**src/rtl/pipe_ctrl_pkg.sv**
```systemverilog
// ---------------------------------------------------------------------------
// pipe_ctrl_pkg : shared types and constants for the pipeline stall control
// Rev 1.0
// ---------------------------------------------------------------------------
`default_nettype none

package pipe_ctrl_pkg;

  typedef enum logic [0:0] {
    RUN      = 1'b0,
    MEM_WAIT = 1'b1
  } state_e;

  typedef logic [2:0] reg_idx_t;

  localparam logic [15:0] NOP_INSTR        = 16'h0800;
  localparam int unsigned DEFAULT_MAX_WAIT = 64;

endpackage

`default_nettype wire

```
**src/rtl/hazard_stall_ctrl_if.sv**
```systemverilog
// ---------------------------------------------------------------------------
// hazard_stall_ctrl_if : hazard inputs and latch controls of the stall unit
// Rev 1.0
// ---------------------------------------------------------------------------
`default_nettype none

interface hazard_stall_ctrl_if #(
  parameter int unsigned CNT_W = 16
);
  import pipe_ctrl_pkg::*;

  reg_idx_t         id_rs;
  reg_idx_t         id_rt;
  logic             id_ReadingRs;
  logic             id_ReadingRt;
  reg_idx_t         ex_dst;
  logic             ex_RegWrite;
  logic             ex_MemToReg;
  logic             ex_BranchTaken;
  logic             dmem_Stall;
  logic             dmem_Done;
  logic             imem_Stall;
  logic             pc_en;
  logic             ifid_en;
  logic             flush_ifid;
  logic             stall;
  logic             stallMemStall;
  logic [CNT_W-1:0] stall_cycles;
  logic             mem_timeout;

  modport master (
    input  id_rs, id_rt, id_ReadingRs, id_ReadingRt,
    input  ex_dst, ex_RegWrite, ex_MemToReg, ex_BranchTaken,
    input  dmem_Stall, dmem_Done, imem_Stall,
    output pc_en, ifid_en, flush_ifid, stall, stallMemStall,
    output stall_cycles, mem_timeout
  );

  modport slave (
    output id_rs, id_rt, id_ReadingRs, id_ReadingRt,
    output ex_dst, ex_RegWrite, ex_MemToReg, ex_BranchTaken,
    output dmem_Stall, dmem_Done, imem_Stall,
    input  pc_en, ifid_en, flush_ifid, stall, stallMemStall,
    input  stall_cycles, mem_timeout
  );

endinterface

`default_nettype wire

```
**src/rtl/hazard_detect.sv**
```systemverilog
// ---------------------------------------------------------------------------
// hazard_detect : combinational load-use comparator between ID and EX
// Rev 1.0
// ---------------------------------------------------------------------------
`default_nettype none

module hazard_detect
  import pipe_ctrl_pkg::*;
(
  input  reg_idx_t id_rs,
  input  reg_idx_t id_rt,
  input  logic     id_ReadingRs,
  input  logic     id_ReadingRt,
  input  reg_idx_t ex_dst,
  input  logic     ex_RegWrite,
  input  logic     ex_MemToReg,
  output logic     load_use
);

  logic w_rs_hit;
  logic w_rt_hit;

  assign w_rs_hit = id_ReadingRs & (id_rs == ex_dst);
  assign w_rt_hit = id_ReadingRt & (id_rt == ex_dst);
  assign load_use = ex_MemToReg & ex_RegWrite & (w_rs_hit | w_rt_hit);

endmodule

`default_nettype wire

```
**src/rtl/hazard_stall_ctrl.sv**
```systemverilog
// ---------------------------------------------------------------------------
// hazard_stall_ctrl : pipeline stall/flush controller with memory-wait FSM
// Rev 1.0
// ---------------------------------------------------------------------------
`default_nettype none

module hazard_stall_ctrl
  import pipe_ctrl_pkg::*;
#(
  parameter int unsigned MAX_WAIT = DEFAULT_MAX_WAIT,
  parameter int unsigned CNT_W    = 16
) (
  input  logic                clk,
  input  logic                rst,
  hazard_stall_ctrl_if.master bus
);

  localparam int unsigned WAIT_W = $clog2(MAX_WAIT + 1);

  state_e            state_q, state_d;
  logic [WAIT_W-1:0] wait_cnt_q, wait_cnt_d;
  logic              mem_timeout_q, mem_timeout_d;
  logic [CNT_W-1:0]  stall_cycles_q, stall_cycles_d;

  logic w_load_use;
  logic w_mem_hold;
  logic w_pc_en;
  logic w_ifid_en;
  logic w_flush_ifid;
  logic w_stall;
  logic w_stall_mem;

  hazard_detect u_hazard_detect (
    .id_rs        (bus.id_rs),
    .id_rt        (bus.id_rt),
    .id_ReadingRs (bus.id_ReadingRs),
    .id_ReadingRt (bus.id_ReadingRt),
    .ex_dst       (bus.ex_dst),
    .ex_RegWrite  (bus.ex_RegWrite),
    .ex_MemToReg  (bus.ex_MemToReg),
    .load_use     (w_load_use)
  );

  // The entry cycle already holds, and the dmem_Done cycle already releases.
  assign w_mem_hold = ~bus.dmem_Done & ((state_q == MEM_WAIT) | bus.dmem_Stall);

  always_comb begin
    state_d       = w_mem_hold ? MEM_WAIT : RUN;
    wait_cnt_d    = wait_cnt_q;
    mem_timeout_d = mem_timeout_q;

    if (state_q == RUN) begin
      if (w_mem_hold) begin
        wait_cnt_d = '0;
      end
    end else if (wait_cnt_q != WAIT_W'(MAX_WAIT)) begin
      wait_cnt_d = wait_cnt_q + WAIT_W'(1);
    end

    if (wait_cnt_d == WAIT_W'(MAX_WAIT)) begin
      mem_timeout_d = 1'b1;
    end
  end

  // Everything stays low while reset is held so the PC cannot advance.
  always_comb begin
    w_pc_en      = 1'b0;
    w_ifid_en    = 1'b0;
    w_flush_ifid = 1'b0;
    w_stall      = 1'b0;
    w_stall_mem  = 1'b0;

    if (rst) begin
      if (w_mem_hold) begin
        w_stall_mem = 1'b1;
      end else if (bus.ex_BranchTaken) begin
        w_flush_ifid = 1'b1;
        w_stall      = 1'b1;
        w_pc_en      = 1'b1;
        w_ifid_en    = 1'b1;
      end else if (w_load_use) begin
        w_stall = 1'b1;
      end else if (bus.imem_Stall) begin
        w_flush_ifid = 1'b1;
      end else begin
        w_pc_en   = 1'b1;
        w_ifid_en = 1'b1;
      end
    end
  end

  always_comb begin
    stall_cycles_d = stall_cycles_q;
    if (!w_pc_en && (stall_cycles_q != '1)) begin
      stall_cycles_d = stall_cycles_q + CNT_W'(1);
    end
  end

  always_ff @(posedge clk or negedge rst) begin
    if (!rst) begin
      state_q        <= RUN;
      wait_cnt_q     <= '0;
      mem_timeout_q  <= 1'b0;
      stall_cycles_q <= '0;
    end else begin
      state_q        <= state_d;
      wait_cnt_q     <= wait_cnt_d;
      mem_timeout_q  <= mem_timeout_d;
      stall_cycles_q <= stall_cycles_d;
    end
  end

  assign bus.pc_en         = w_pc_en;
  assign bus.ifid_en       = w_ifid_en;
  assign bus.flush_ifid    = w_flush_ifid;
  assign bus.stall         = w_stall;
  assign bus.stallMemStall = w_stall_mem;
  assign bus.stall_cycles  = stall_cycles_q;
  assign bus.mem_timeout   = mem_timeout_q;

endmodule

`default_nettype wire

```
**src/flat_wrapper.sv**
```systemverilog
// flat-port wrapper written by rule: the top's interface ports become plain ports
module hazard_stall_ctrl_flat import pipe_ctrl_pkg::*;
#(
  parameter int unsigned MAX_WAIT = DEFAULT_MAX_WAIT,
  parameter int unsigned CNT_W    = 16
)
  (clk, rst, bus_id_rs, bus_id_rt, bus_id_ReadingRs, bus_id_ReadingRt, bus_ex_dst, bus_ex_RegWrite, bus_ex_MemToReg, bus_ex_BranchTaken, bus_dmem_Stall, bus_dmem_Done, bus_imem_Stall, bus_pc_en, bus_ifid_en, bus_flush_ifid, bus_stall, bus_stallMemStall, bus_stall_cycles, bus_mem_timeout);
  hazard_stall_ctrl_if #(.CNT_W(CNT_W)) bus_i ();
  input  logic clk;
  input  logic rst;
  input wire logic [$bits(bus_i.id_rs)-1:0] bus_id_rs;
  input wire logic [$bits(bus_i.id_rt)-1:0] bus_id_rt;
  input wire logic [$bits(bus_i.id_ReadingRs)-1:0] bus_id_ReadingRs;
  input wire logic [$bits(bus_i.id_ReadingRt)-1:0] bus_id_ReadingRt;
  input wire logic [$bits(bus_i.ex_dst)-1:0] bus_ex_dst;
  input wire logic [$bits(bus_i.ex_RegWrite)-1:0] bus_ex_RegWrite;
  input wire logic [$bits(bus_i.ex_MemToReg)-1:0] bus_ex_MemToReg;
  input wire logic [$bits(bus_i.ex_BranchTaken)-1:0] bus_ex_BranchTaken;
  input wire logic [$bits(bus_i.dmem_Stall)-1:0] bus_dmem_Stall;
  input wire logic [$bits(bus_i.dmem_Done)-1:0] bus_dmem_Done;
  input wire logic [$bits(bus_i.imem_Stall)-1:0] bus_imem_Stall;
  output wire logic [$bits(bus_i.pc_en)-1:0] bus_pc_en;
  output wire logic [$bits(bus_i.ifid_en)-1:0] bus_ifid_en;
  output wire logic [$bits(bus_i.flush_ifid)-1:0] bus_flush_ifid;
  output wire logic [$bits(bus_i.stall)-1:0] bus_stall;
  output wire logic [$bits(bus_i.stallMemStall)-1:0] bus_stallMemStall;
  output wire logic [$bits(bus_i.stall_cycles)-1:0] bus_stall_cycles;
  output wire logic [$bits(bus_i.mem_timeout)-1:0] bus_mem_timeout;
  assign bus_i.id_rs = bus_id_rs;
  assign bus_i.id_rt = bus_id_rt;
  assign bus_i.id_ReadingRs = bus_id_ReadingRs;
  assign bus_i.id_ReadingRt = bus_id_ReadingRt;
  assign bus_i.ex_dst = bus_ex_dst;
  assign bus_i.ex_RegWrite = bus_ex_RegWrite;
  assign bus_i.ex_MemToReg = bus_ex_MemToReg;
  assign bus_i.ex_BranchTaken = bus_ex_BranchTaken;
  assign bus_i.dmem_Stall = bus_dmem_Stall;
  assign bus_i.dmem_Done = bus_dmem_Done;
  assign bus_i.imem_Stall = bus_imem_Stall;
  assign bus_pc_en = bus_i.pc_en;
  assign bus_ifid_en = bus_i.ifid_en;
  assign bus_flush_ifid = bus_i.flush_ifid;
  assign bus_stall = bus_i.stall;
  assign bus_stallMemStall = bus_i.stallMemStall;
  assign bus_stall_cycles = bus_i.stall_cycles;
  assign bus_mem_timeout = bus_i.mem_timeout;
  hazard_stall_ctrl #(.MAX_WAIT(MAX_WAIT), .CNT_W(CNT_W)) u_core (.clk(clk), .rst(rst), .bus(bus_i));
endmodule
```
**config.mk**
```make
export PLATFORM = sky130hd
export DESIGN_NAME = hazard_stall_ctrl_flat
export DESIGN_NICKNAME = d
export VERILOG_FILES = /design/src/rtl/pipe_ctrl_pkg.sv /design/src/rtl/hazard_stall_ctrl_if.sv /design/src/rtl/hazard_detect.sv /design/src/rtl/hazard_stall_ctrl.sv /design/src/flat_wrapper.sv
export SDC_FILE = /design/constraint.sdc
export NUM_CORES = 1
export LEC_CHECK = 0
export CORE_AREA = 2 2 58 60
export DETAILED_ROUTE_END_ITERATION = 6
export DIE_AREA = 0 0 60 62
export PLACE_DENSITY = 0.79
export SYNTH_ARGS = -nofsm -noshare
export SYNTH_HDL_FRONTEND = slang
export SYNTH_SLANG_ARGS = --single-unit
```
**constraint.sdc**
```tcl
create_clock -name clk -period 3.6 [get_ports clk]
set_clock_uncertainty 0.2 [all_clocks]
set_input_delay 0.36 -clock clk [delete_from_list [all_inputs] [get_ports clk]]
set_output_delay 0.36 -clock clk [all_outputs]
set_load 0.02 [all_outputs]
```
---- Word level (Yosys, flattened, before mapping) ----
Cells that the tools add are included.
cells by class
  bitwise gates (word level) .............. 8
  $add $sub $neg .......................... 2
  mux-type cells .......................... 19
  reduce and logical (&&, ||, !) cells .... 2
  equal/unequal tests ..................... 5
operators by type and width
  operator               count
  $mux 7                 3
  $add 16x1->16 const B  1
  $mux 1                 16
  $ne 16x16->1 const B   1
  $add 7x1->7 const B    1
  $eq 7x7->1 const B     1
  $ne 7x7->1 const B     1
  $eq 3x3->1             2
  $and 1x1->1            5
  $or 1x1->1             2
  $logic_and 1x1->1      1
  $logic_not 1->1        1
  $not 1->1              1
word-level totals
  register bits ........................... 25
  input bits .............................. 19
  output and inout bits ................... 22
  word-level logic and storage cells ...... 40

---- Logic depth before layout (Yosys ltp) ----
  word-level depth ........................ 10
  gate-level depth with buffers ........... 8
  depth with buffers taken out ............ 7

---- Cells and area by module ----
From an unflattened synthesis, not the netlist that was laid out.
second synthesis, totals
  cell total of the unflattened synthesis .. 154
  area total of the unflattened synthesis .. 1481.4 um^2
modules (own cells, without submodules)
  module             seq. area each (um^2)  cells an instance  area each (um^2)  times used
  hazard_stall_ctrl  625.6                  144                1407.6            1
  hazard_detect      0.0                    10                 73.8              1

---- Worst setup path before layout ----
No wires, ideal clock.
  path type ............................... reg2out
  from .................................... register u_core.state_q
  to ...................................... output port bus_pc_en
  buffers on the path ..................... 1
  stages on the path, launching flop included .. 7
  data arrival time ....................... 1.452 ns
  data required time ...................... 3.040 ns
  path slack .............................. 1.588 ns
  path through ............................ dfrtp_1 > o21bai_2 > nand2_1 > a21oi_1 > nand2_2 > inv_1 > buf_4
between the ends
  cells in the longest elaborated chain, start to end .. 4
ends and longest elaborated chain
  item                      line                      source
  start: declaration        hazard_stall_ctrl.sv:20   state_e state_q, state_d;
  start signal: assignment  hazard_stall_ctrl.sv:106  state_q <= state_d;
  $or 1x1->1                hazard_stall_ctrl.sv:45   assign w_mem_hold = ~bus.dmem_Done & ((state_q == MEM_WAIT) | bus.dmem_Stall);
  $and 1x1->1               hazard_stall_ctrl.sv:45
  $mux 1 (2 in series)      n/a
  end: declaration          flat_wrapper.sv:22        output wire logic [$bits(bus_i.pc_en)-1:0] bus_pc_en;
Every way passes these cells.

---- Worst setup path in the final report ----
  from .................................... register u_core.state_q
  to ...................................... output port bus_pc_en
between the ends
  cells in the longest elaborated chain, start to end .. 4
ends and longest elaborated chain
  item         line                     source
  $or 1x1->1   hazard_stall_ctrl.sv:45
  $and 1x1->1  hazard_stall_ctrl.sv:45
  $mux 1       hazard_stall_ctrl.sv:74  if (w_mem_hold) begin
  $mux 1       hazard_stall_ctrl.sv:73  if (rst) begin
Every way passes these cells.

==> impl_metrics.json <==
{
  "antenna_cells": 0,
  "port_buffers": 40,
  "hold_buffers": 0,
  "critical_path_required_ns": 3.04,
  "die_x_um": 60,
  "grt_util_met1_pct": 23.48,
  "maxSlewViolCount": 0,
  "seq_area_frac_synth_pct": 41.67,
  "finalHoldViolations": 0,
  "drc": 0,
  "start_util_pct": 47.23,
  "synthCells": 150,
  "crit_buf_inv": 2,
  "pin_count": 41,
  "wl_um": 3319,
  "reg2regPathDepth": 6,
  "clkTransAtPathRegs_ns": 0.14,
  "rsz0062_at_grt": "false",
  "post-cts-setup-buffers": 0,
  "grt_pass1_vias": 1164,
  "design.die.area_mm2": 0.003720,
  "cts_resized": 0,
  "crit_path_start": "u_core.state_q$_DFF_PN0_",
  "vias": 1239,
  "firstDrtPassIters": 4,
  "placed_area_mm2": 0.001937,
  "syn_area_mm2": 0.001501,
  "fmax_ghz": 0.3237,
  "p_per_area_mw_per_mm2": 434.6,
  "crit_end": "bus_pc_en",
  "cts_tree": "done",
  "end_kind": "output pin",
  "reg2reg_from": "u_core.state_q$_DFF_PN0_",
  "drive_above_1_share_pct": 7.937,
  "met2_usage_pct": 31.68,
  "ff2ff_setup_slack_ns": 1.43,
  "finalSetupViolations": 0,
  "worst-path-max-fanout": 14,
  "final_area_mm2": 0.001964,
  "yosysUniqueCellTypes": 37,
  "ys_async_sr_fraction_pct": 100.0,
  "yosys.area.top_type": "dfrtp_1",
  "avgSynthCellArea_um2": 10.01,
  "worst_ir_drop_vdd_mv": 0.4394,
  "final_cell_mix": "40 x clkdlybuf4s50_1, 25 x xnor2_1, 25 x dfrtp_1, 13 x nand2_1, 10 x nand4_1",
  "dp_hpwl_um": 2623,
  "antenna_left": 0,
  "r2r-end": "u_core.bus.stall_cycles[12]$_DFFE_PN0P_",
  "synth_nets": 172,
  "relSlewSlack_pct": 65.03,
  "critPathLaunchType": "flip-flop",
  "synth_warnings": 0,
  "synth_flop_cell": "dfrtp_1",
  "clk_path_buf_depth": 2,
  "syn_to_final_growth_pct": 30.83,
  "hold_path_class": "in2async",
  "clock_tree.htree_level_count": 1,
  "coreArea_mm2": 0.003179,
  "synth_edf_count": 0,
  "routedWlPerCell_um": 14.12,
  "core.rowCount": 21,
  "antenna_found_initial": 0,
  "cp_top_family": "buffers and inverters",
  "critPathKind": "reg2out",
  "grt_pass1_wl_um": 5099,
  "globalRouteMet3Util_pct": 2.692,
  "vias_per_cell": 5.272,
  "cp.depth": 6,
  "max_cap_violations": 0,
  "grt.overflow.total": 0,
  "ys_ff_latch": 25,
  "critPathMaxStageDelay_ns": 0.63,
  "final_nets": 212,
  "setup_tns_ns": 0,
  "crit_chain": "o21bai_2, nand2_1, a21oi_1, nand2_2, inv_1, clkdlybuf4s50_1",
  "worstSkewPairLatency_ns": 0.32,
  "period_minus_slack_ns": 3.089,
  "cp.arrival_ns": 2.53,
  "cts_buffers": 3,
  "run_status": "completed",
  "place_congestion": 0.8710,
  "cts-root-buf": "clkbuf_4",
  "tightest_slew_ns": 0.5226,
  "grt_usage_pct": 18.40,
  "fill_cells": 281,
  "drt_iter0_drc": 64,
  "clkSinkCount": 25,
  "power.leakage_uw": 0.0007660,
  "synth_area_leaders": "dfrtp_1 42%, xnor2_1 15%, nand4_1 4.2%",
  "period_share_pct": 85.81,
  "synth_top_area_share_pct": 41.67,
  "dieHeight_um": 62,
  "crit_slowest_cell": "clkdlybuf4s50_1",
  "top_usage_layer": "met2",
  "grt_max_degree": 27,
  "final_common_cell": "clkdlybuf4s50_1"
}
==> logic make-up after synthesis <==
logic type                 count (synthesis)  synth area share (%)
muxes                                      3                 2.416
xor gates and xnor gates                  27                 15.75
AOI/OAI and AO/OA                         21                 12.17
DFF                                       25                 41.67
and+or+nand+nor                           59                 22.00
adders and majority gates                  3                 2.500
buffers and inverters                     12                 3.500
==> layer usage <==
metal | routed length, um | vias up
li1 | - | 618
met2 | 1756 | 19
met1 | 1445 | 598
met3 | 88 | 4
met5 | 0 | -
met4 | 28 | 0
==> sequential cells by signal (all words and copies together), names as in the netlist <==
| name | flops |
|---|---|
| u_core.state_q | 1 |
| u_core.bus.mem_timeout | 1 |
| u_core.wait_cnt_q | 7 |
| u_core.bus.stall_cycles | 16 |
==> power by group <==
part           leakage [uW]  internal, uW  switching, uW
registers          0.000331           331           76.6
clock network     0.0000177          41.6           82.7
logic              0.000417           169            154
==> metrics by stage <==
step / util (%) / hold WS (ns) / power, uW / cells / setup slack (ns)
6_report: 61.79 / 0.2495 / 853.8 / 235 / 0.5107
5_1_grt: 61.79 / 0.2484 / 915.0 / 235 / 0.3278
4_1_cts: 61.79 / 0.2605 / 864.9 / 235 / 0.4786
3_5_place_dp: 60.92 / 0.2605 / 736.4 / 231 / 0.6476
3_3_place_gp: 60.92 / 0.2526 / 723.0 / 231 / 0.7416
2_1_floorplan: - / -0.1356 / 589.4 / 150 / 1.588
==> cells in the mapped netlist (4+ instances only) <==
| library cell | count |
|---|---|
| inv_1 | 6 |
| a22o_1 | 4 |
| dfrtp_1 | 25 |
| nand4_1 | 10 |
| nand3_1 | 9 |
| and4_1 | 4 |
| xnor2_1 | 25 |
| nor2_1 | 8 |
| nand2_1 | 13 |
==> cell type report <==
type	count	area, um2	share of cell area (%)
clock buffer	3	22.52	1.146
clock inverter	1	5.005	0.2548
inverter	6	22.52	1.146
multi-input combinational	113	823.3	41.91
sequential	25	625.6	31.85
tap	46	57.56	2.930
timing repair buffer	41	407.9	20.76
==> worst register-to-register path: cells and delay by family, from the launching register on <==
kind | cells | cell delay [ns]
multiplexers | 1 | 0.29
AND/OR/NAND/NOR | 3 | 0.46
AO/OA/AOI/OAI | 2 | 0.55
flip-flops | 1 | 0.58
==> worst min-delay path by stage <==
stage / from / cells after the start / endpoint / slack, ns
detailed placement: u_core.bus.mem_timeout$_DFFE_PN0N_ / 1 / u_core.bus.mem_timeout$_DFFE_PN0N_ / 0.26
finish: rst / 2 / u_core.wait_cnt_q[6]$_DFF_PN0_ / 0.25
CTS: rst / 2 / u_core.wait_cnt_q[6]$_DFF_PN0_ / 0.26
global placement: u_core.bus.mem_timeout$_DFFE_PN0N_ / 1 / u_core.bus.mem_timeout$_DFFE_PN0N_ / 0.25
floorplan: rst / 0 / u_core.bus.mem_timeout$_DFFE_PN0N_ / -0.14
global route: rst / 2 / u_core.wait_cnt_q[6]$_DFF_PN0_ / 0.25
(Power assumes the default switching activity.)
